==> src/rtl/addsub_serial.sv <==
// addsub_serial: multi-cycle adder/subtractor that consumes a WIDTH-bit
// operand pair DIGIT bits per clock, low digit first. Subtraction is done as
// a + ~b + 1 by inverting b on accept and seeding the carry with mode.
// Result and flags are registered and only change on the commit edge.
//
// Handshake: start is sampled only while ready=1. The edge that samples
// ready=1 && start=1 accepts the operation (a, b and mode are latched there),
// and ready drops on that same edge. done is a single-cycle pulse that is
// high in the cycle after the commit edge. ready is high again in that same
// cycle, so a start held through the done cycle is accepted on the next edge.
module addsub_serial #(
    parameter int WIDTH = 8,
    parameter int DIGIT = 2
) (
    input  logic             clk,
    input  logic             rst,
    input  logic             start,
    input  logic             mode,
    input  logic [WIDTH-1:0] a,
    input  logic [WIDTH-1:0] b,
    output logic             ready,
    output logic             done,
    output logic [WIDTH-1:0] result,
    output logic             cout,
    output logic             ovf,
    output logic             zero,
    output logic [0:0]       dbg_state_o
);

    localparam int N  = (DIGIT > 0) ? (WIDTH / DIGIT) : 1;
    localparam int CW = (N > 1) ? $clog2(N) : 1;

    localparam logic [0:0] S_IDLE = 1'b0;
    localparam logic [0:0] S_RUN  = 1'b1;

    // Reject parameter sets where the operand does not split into whole digits.
    generate
        if (WIDTH < 1 || DIGIT < 1 || (WIDTH % DIGIT) != 0) begin : g_bad_params
            $error("addsub_serial: WIDTH must be >= 1 and a multiple of DIGIT");
        end
    endgenerate

    logic [0:0]       state_q,  state_d;
    logic [CW-1:0]    cnt_q,    cnt_d;
    logic [WIDTH-1:0] a_q,      a_d;
    logic [WIDTH-1:0] b_q,      b_d;
    logic [WIDTH-1:0] acc_q,    acc_d;
    logic             carry_q,  carry_d;
    logic             a_msb_q,  a_msb_d;
    logic             b_msb_q,  b_msb_d;
    logic             done_q,   done_d;
    logic [WIDTH-1:0] result_q, result_d;
    logic             cout_q,   cout_d;
    logic             ovf_q,    ovf_d;
    logic             zero_q,   zero_d;

    // One digit of the ripple: low DIGIT bits of each operand plus carry in.
    logic [DIGIT:0]         dsum;
    logic [WIDTH+DIGIT-1:0] acc_cat;
    logic [WIDTH-1:0]       acc_shift;
    logic                   last_digit;

    assign dsum       = {1'b0, a_q[DIGIT-1:0]} + {1'b0, b_q[DIGIT-1:0]}
                      + {{DIGIT{1'b0}}, carry_q};
    // New sum digit enters from the top; after N steps the low digit has
    // travelled down to bit 0. The wide concatenation keeps DIGIT == WIDTH legal.
    assign acc_cat    = {dsum[DIGIT-1:0], acc_q};
    assign acc_shift  = acc_cat[WIDTH+DIGIT-1:DIGIT];
    assign last_digit = (cnt_q == CW'(N - 1));

    // Next-state logic for the control FSM and the serial datapath.
    always_comb begin
        state_d  = state_q;
        cnt_d    = cnt_q;
        a_d      = a_q;
        b_d      = b_q;
        acc_d    = acc_q;
        carry_d  = carry_q;
        a_msb_d  = a_msb_q;
        b_msb_d  = b_msb_q;
        done_d   = 1'b0;
        result_d = result_q;
        cout_d   = cout_q;
        ovf_d    = ovf_q;
        zero_d   = zero_q;

        case (state_q)
            S_IDLE: begin
                if (start) begin
                    state_d = S_RUN;
                    cnt_d   = '0;
                    a_d     = a;
                    b_d     = b ^ {WIDTH{mode}};
                    acc_d   = '0;
                    carry_d = mode;
                    // Sign bits are kept aside because the shift registers
                    // no longer hold them by the time the overflow is judged.
                    a_msb_d = a[WIDTH-1];
                    b_msb_d = b[WIDTH-1] ^ mode;
                end
            end
            S_RUN: begin
                acc_d   = acc_shift;
                a_d     = a_q >> DIGIT;
                b_d     = b_q >> DIGIT;
                carry_d = dsum[DIGIT];
                cnt_d   = cnt_q + CW'(1);
                if (last_digit) begin
                    state_d  = S_IDLE;
                    cnt_d    = '0;
                    done_d   = 1'b1;
                    result_d = acc_shift;
                    cout_d   = dsum[DIGIT];
                    ovf_d    = (a_msb_q == b_msb_q) && (acc_shift[WIDTH-1] != a_msb_q);
                    zero_d   = (acc_shift == '0);
                end
            end
            default: begin
                state_d = S_IDLE;
            end
        endcase
    end

    // State registers; reset wins over every other update, including commit.
    always_ff @(posedge clk) begin
        if (rst) begin
            state_q  <= S_IDLE;
            cnt_q    <= '0;
            a_q      <= '0;
            b_q      <= '0;
            acc_q    <= '0;
            carry_q  <= 1'b0;
            a_msb_q  <= 1'b0;
            b_msb_q  <= 1'b0;
            done_q   <= 1'b0;
            result_q <= '0;
            cout_q   <= 1'b0;
            ovf_q    <= 1'b0;
            zero_q   <= 1'b0;
        end else begin
            state_q  <= state_d;
            cnt_q    <= cnt_d;
            a_q      <= a_d;
            b_q      <= b_d;
            acc_q    <= acc_d;
            carry_q  <= carry_d;
            a_msb_q  <= a_msb_d;
            b_msb_q  <= b_msb_d;
            done_q   <= done_d;
            result_q <= result_d;
            cout_q   <= cout_d;
            ovf_q    <= ovf_d;
            zero_q   <= zero_d;
        end
    end

    assign ready       = (state_q == S_IDLE);
    assign done        = done_q;
    assign result      = result_q;
    assign cout        = cout_q;
    assign ovf         = ovf_q;
    assign zero        = zero_q;
    assign dbg_state_o = state_q;

endmodule

==> config.mk <==
export PLATFORM = sky130hd
export DESIGN_NAME = addsub_serial
export DESIGN_NICKNAME = d
export VERILOG_FILES = /design/src/rtl/addsub_serial.sv
export SDC_FILE = /design/constraint.sdc
export NUM_CORES = 1
export LEC_CHECK = 0
export ABC_AREA = 1
export CELL_PAD_IN_SITES_DETAIL_PLACEMENT = 1
export CELL_PAD_IN_SITES_GLOBAL_PLACEMENT = 1
export CORE_ASPECT_RATIO = 0.9
export CORE_MARGIN = 2
export CORE_UTILIZATION = 36
export DETAILED_ROUTE_END_ITERATION = 12
export GPL_TIMING_DRIVEN = 0
export PLACE_DENSITY_LB_ADDON = 0.1
export SYNTH_ARGS = -nofsm -noshare
export SYNTH_HDL_FRONTEND = slang
export SYNTH_SLANG_ARGS = --single-unit
==> constraint.sdc <==
create_clock -name clk -period 2.68 [get_ports clk]
set_clock_uncertainty 0.2 [all_clocks]
set_input_delay 0.67 -clock clk [delete_from_list [all_inputs] [get_ports clk]]
set_output_delay 0.67 -clock clk [all_outputs]
set_load 0.01 [all_outputs]
==> run metrics <==
clk slew on worst S/H paths 80 ps; # resized after CTS 0; area leader, netlist dfxtp_1; htree depth 2; Distinct cells, synth 19; hold buffers post-CTS 0; max frequency 422.7 MHz; crit path cell chain inv_2, buf_6, clkdlybuf4s50_1; average size of a mapped cell 7.001 µm²; HP Class reg -> reg; area fraction of the dominant cell type after synthesis 0.4539; vias after detailed routing 1617; fin crit period 2366 ps; Hold EP ovf; # clock sinks 40; Worst EP arrival around 1500 ps; share of layout cells above drive strength 1 0.07904; Slew Limit Fails 0; Buf/Inv on CP 3; CTS Buf Count 5; core area between 4000 and 5000 µm²; Starting Density 0.3695; post-DP HPWL 3132 µm; CP startpoint kind flip-flop; Vias/cell 4.542; largest net degree at the start of global routing 13; post-route ant nets 0; worst r2r dst zero; critical path peak fanout 10; Diodes inserted 0; part of the cycle the worst path needs 0.8828; pwr dens 564.8 nW/µm²; Leak 0.001044 µW; hold_sp ovf; Peak VDD IR roughly 0.39 mV; data required time at the worst endpoint around 1800 ps; area delta synth->final 28.30%; final WL 4238 µm; gr ovfl total 0; CP max stage cell dfxtp_1; initial DRC count 74; crit path kind reg -> out; Critical Path Sink Type output pin; fin cells around 360; CTS tree built; Finished Core Util 0.4741; R2R cell count 9; Clk pwr share 0.384; Gate power share 0.124; GPL Wtd Cong roughly 0.73; delay-heaviest family, CP buffers and inverters; Psw about 320 µW; Root Buffer clkbuf_8; Syn Inst Count 252; Synth warnings 0; die area between 5000 and 6000 µm²; Seq/Total Area, Yosys 0.4539; hold path depth 2; Cell Rows 24; # IOs 34; Net Sw Frac 0.2474; placed cells roughly 350; Avg WL per Cell 11.90 µm; Layout Nets 313; unrepaired setup endpoints after global routing false; max incr delay on CP roughly 500 ps; die width 77.79 µm; drt first pass iters 4; post-synthesis register bit count 40; initial antenna violation count 0; Post-CTS Setup Bufs 0; Setup violations, final 0; die height 70.41 µm; Final Hold Fails 0; first-pass GRT wire length 7617 µm; Worst setup startpoint dbg_state_o; Final TNS setup 0 ps; Synth area leaders dfxtp_1, nand2_1, a21oi_1; Port Buffer Count 31; Synthesized Nets about 280; number of remaining DRC errors 0; GR Util All Layers 0.1786; vias in the first global route 1603; flop2flop setup slack roughly 650 ps; worst-margin pin slew 549.4 ps; Slew HR 0.6337; synthesized area 1764 µm²; Worst R2R Start a_q[0]; Seq pwr share 0.493; clock buffer depth 2; max cap viols 0; outcome finished clean; Pint 962.1 µW; worst skew pair latency ~300 ps
metrics by stage:
stage / worst slack, ps / hold slack, ps / cell area, µm² / power (µW)
global placement: 486.7 / 231.9 / 2156 / 800.7
detailed placement: 433.6 / 241.5 / 2156 / 804.2
finish: 314.1 / 253.5 / 2263 / 1278
CTS: 290.2 / 257.4 / 2263 / 1293
floorplan: 826.1 / 239.2 / 1764 / 737.9
global route: 217.2 / 282.1 / 2263 / 1345
worst register-to-register path: stages (launching register included):
cell	delay, ps
dfxtp_1	330
inv_1	60
fa_1	410
inv_1	70
fa_1	440
inv_1	130
nand2_1	60
nor2_1	100
nand3_1	90
nand2_1	80
state kept, by name, indices dropped and copies added (netlist names), 2 cells and up:
| signal | count |
|---|---|
| a_q | 8 |
| acc_q | 6 |
| b_q | 8 |
| cnt_q | 2 |
| result | 8 |
how the worst max path moves through the flow:
stage	endpoint	depth (start not counted)
6_report	ready	3
5_1_grt	ready	3
4_1_cts	ready	3
3_5_place_dp	b_q[7]	3
3_3_place_gp	acc_q[3]	3
2_1_floorplan	zero	9
layer usage:
metal  vias up  global-route usage  share of wire
met1       741              0.2407           0.49
met2        28              0.2720           0.45
met5         -                   0              0
met4         0             0.06548          0.016
met3         5             0.05039          0.046
li1        843                   -              -
power by group through the flow:
| stage | logic [µW] | registers, µW | clock network (µW) |
|---|---|---|---|
| finish | 158 | 630 | 491 |
| global route | 184 | 633 | 528 |
| CTS | 161 | 630 | 502 |
| detailed placement | 160 | 644 | 0 |
| global placement | 157 | 644 | 0 |
| floorplan | 97.2 | 641 | 0 |
synth_stat cells, drive strengths merged:
cell     n
inv     38
or2      1
nor3     1
nand2   99
o21bai   1
dfxtp   40
nor2     7
o21ai    8
a21oi   26
buf      8
fa       2
clkbuf   2
ha       1
nand3   18
kinds of logic after synthesis:
family | share of synthesized area
adder cells (fa/ha/maj) | 0.02979
AO/OA/AOI/OAI | 0.1007
buffers and inverters | 0.1227
flip-flops | 0.4539
AND/OR/NAND/NOR | 0.2929
final cells by class:
class                   count  area (µm²)
fillers                   609        2511
flip-flops and latches     40       800.8
multi-input cells         164       747.0
repair buffers             31       310.3
inverters                  38       142.6
well taps                  65       81.33
plain buffers              10       73.82
clock buffers               6       72.57
clock inverters             2       35.03
cells in the final DEF, fill, tap and decap left out:
master / instances
fa_1: 2
a21oi_1: 26
nor2_1: 5
buf_6: 3
clkbuf_1: 3
nand3_1: 18
bufinv_16: 1
inv_2: 5
nand2_2: 1
nor2_4: 2
ha_1: 1
buf_4: 3
clkinv_2: 1
o21ai_1: 8
clkdlybuf4s50_1: 31
inv_1: 33
o21bai_1: 1
nand2_1: 98
nor3_1: 1
clkbuf_8: 5
or2_0: 1
buf_2: 2
dfxtp_1: 40
No activity file was read; power rests on OpenSTA's default activity.
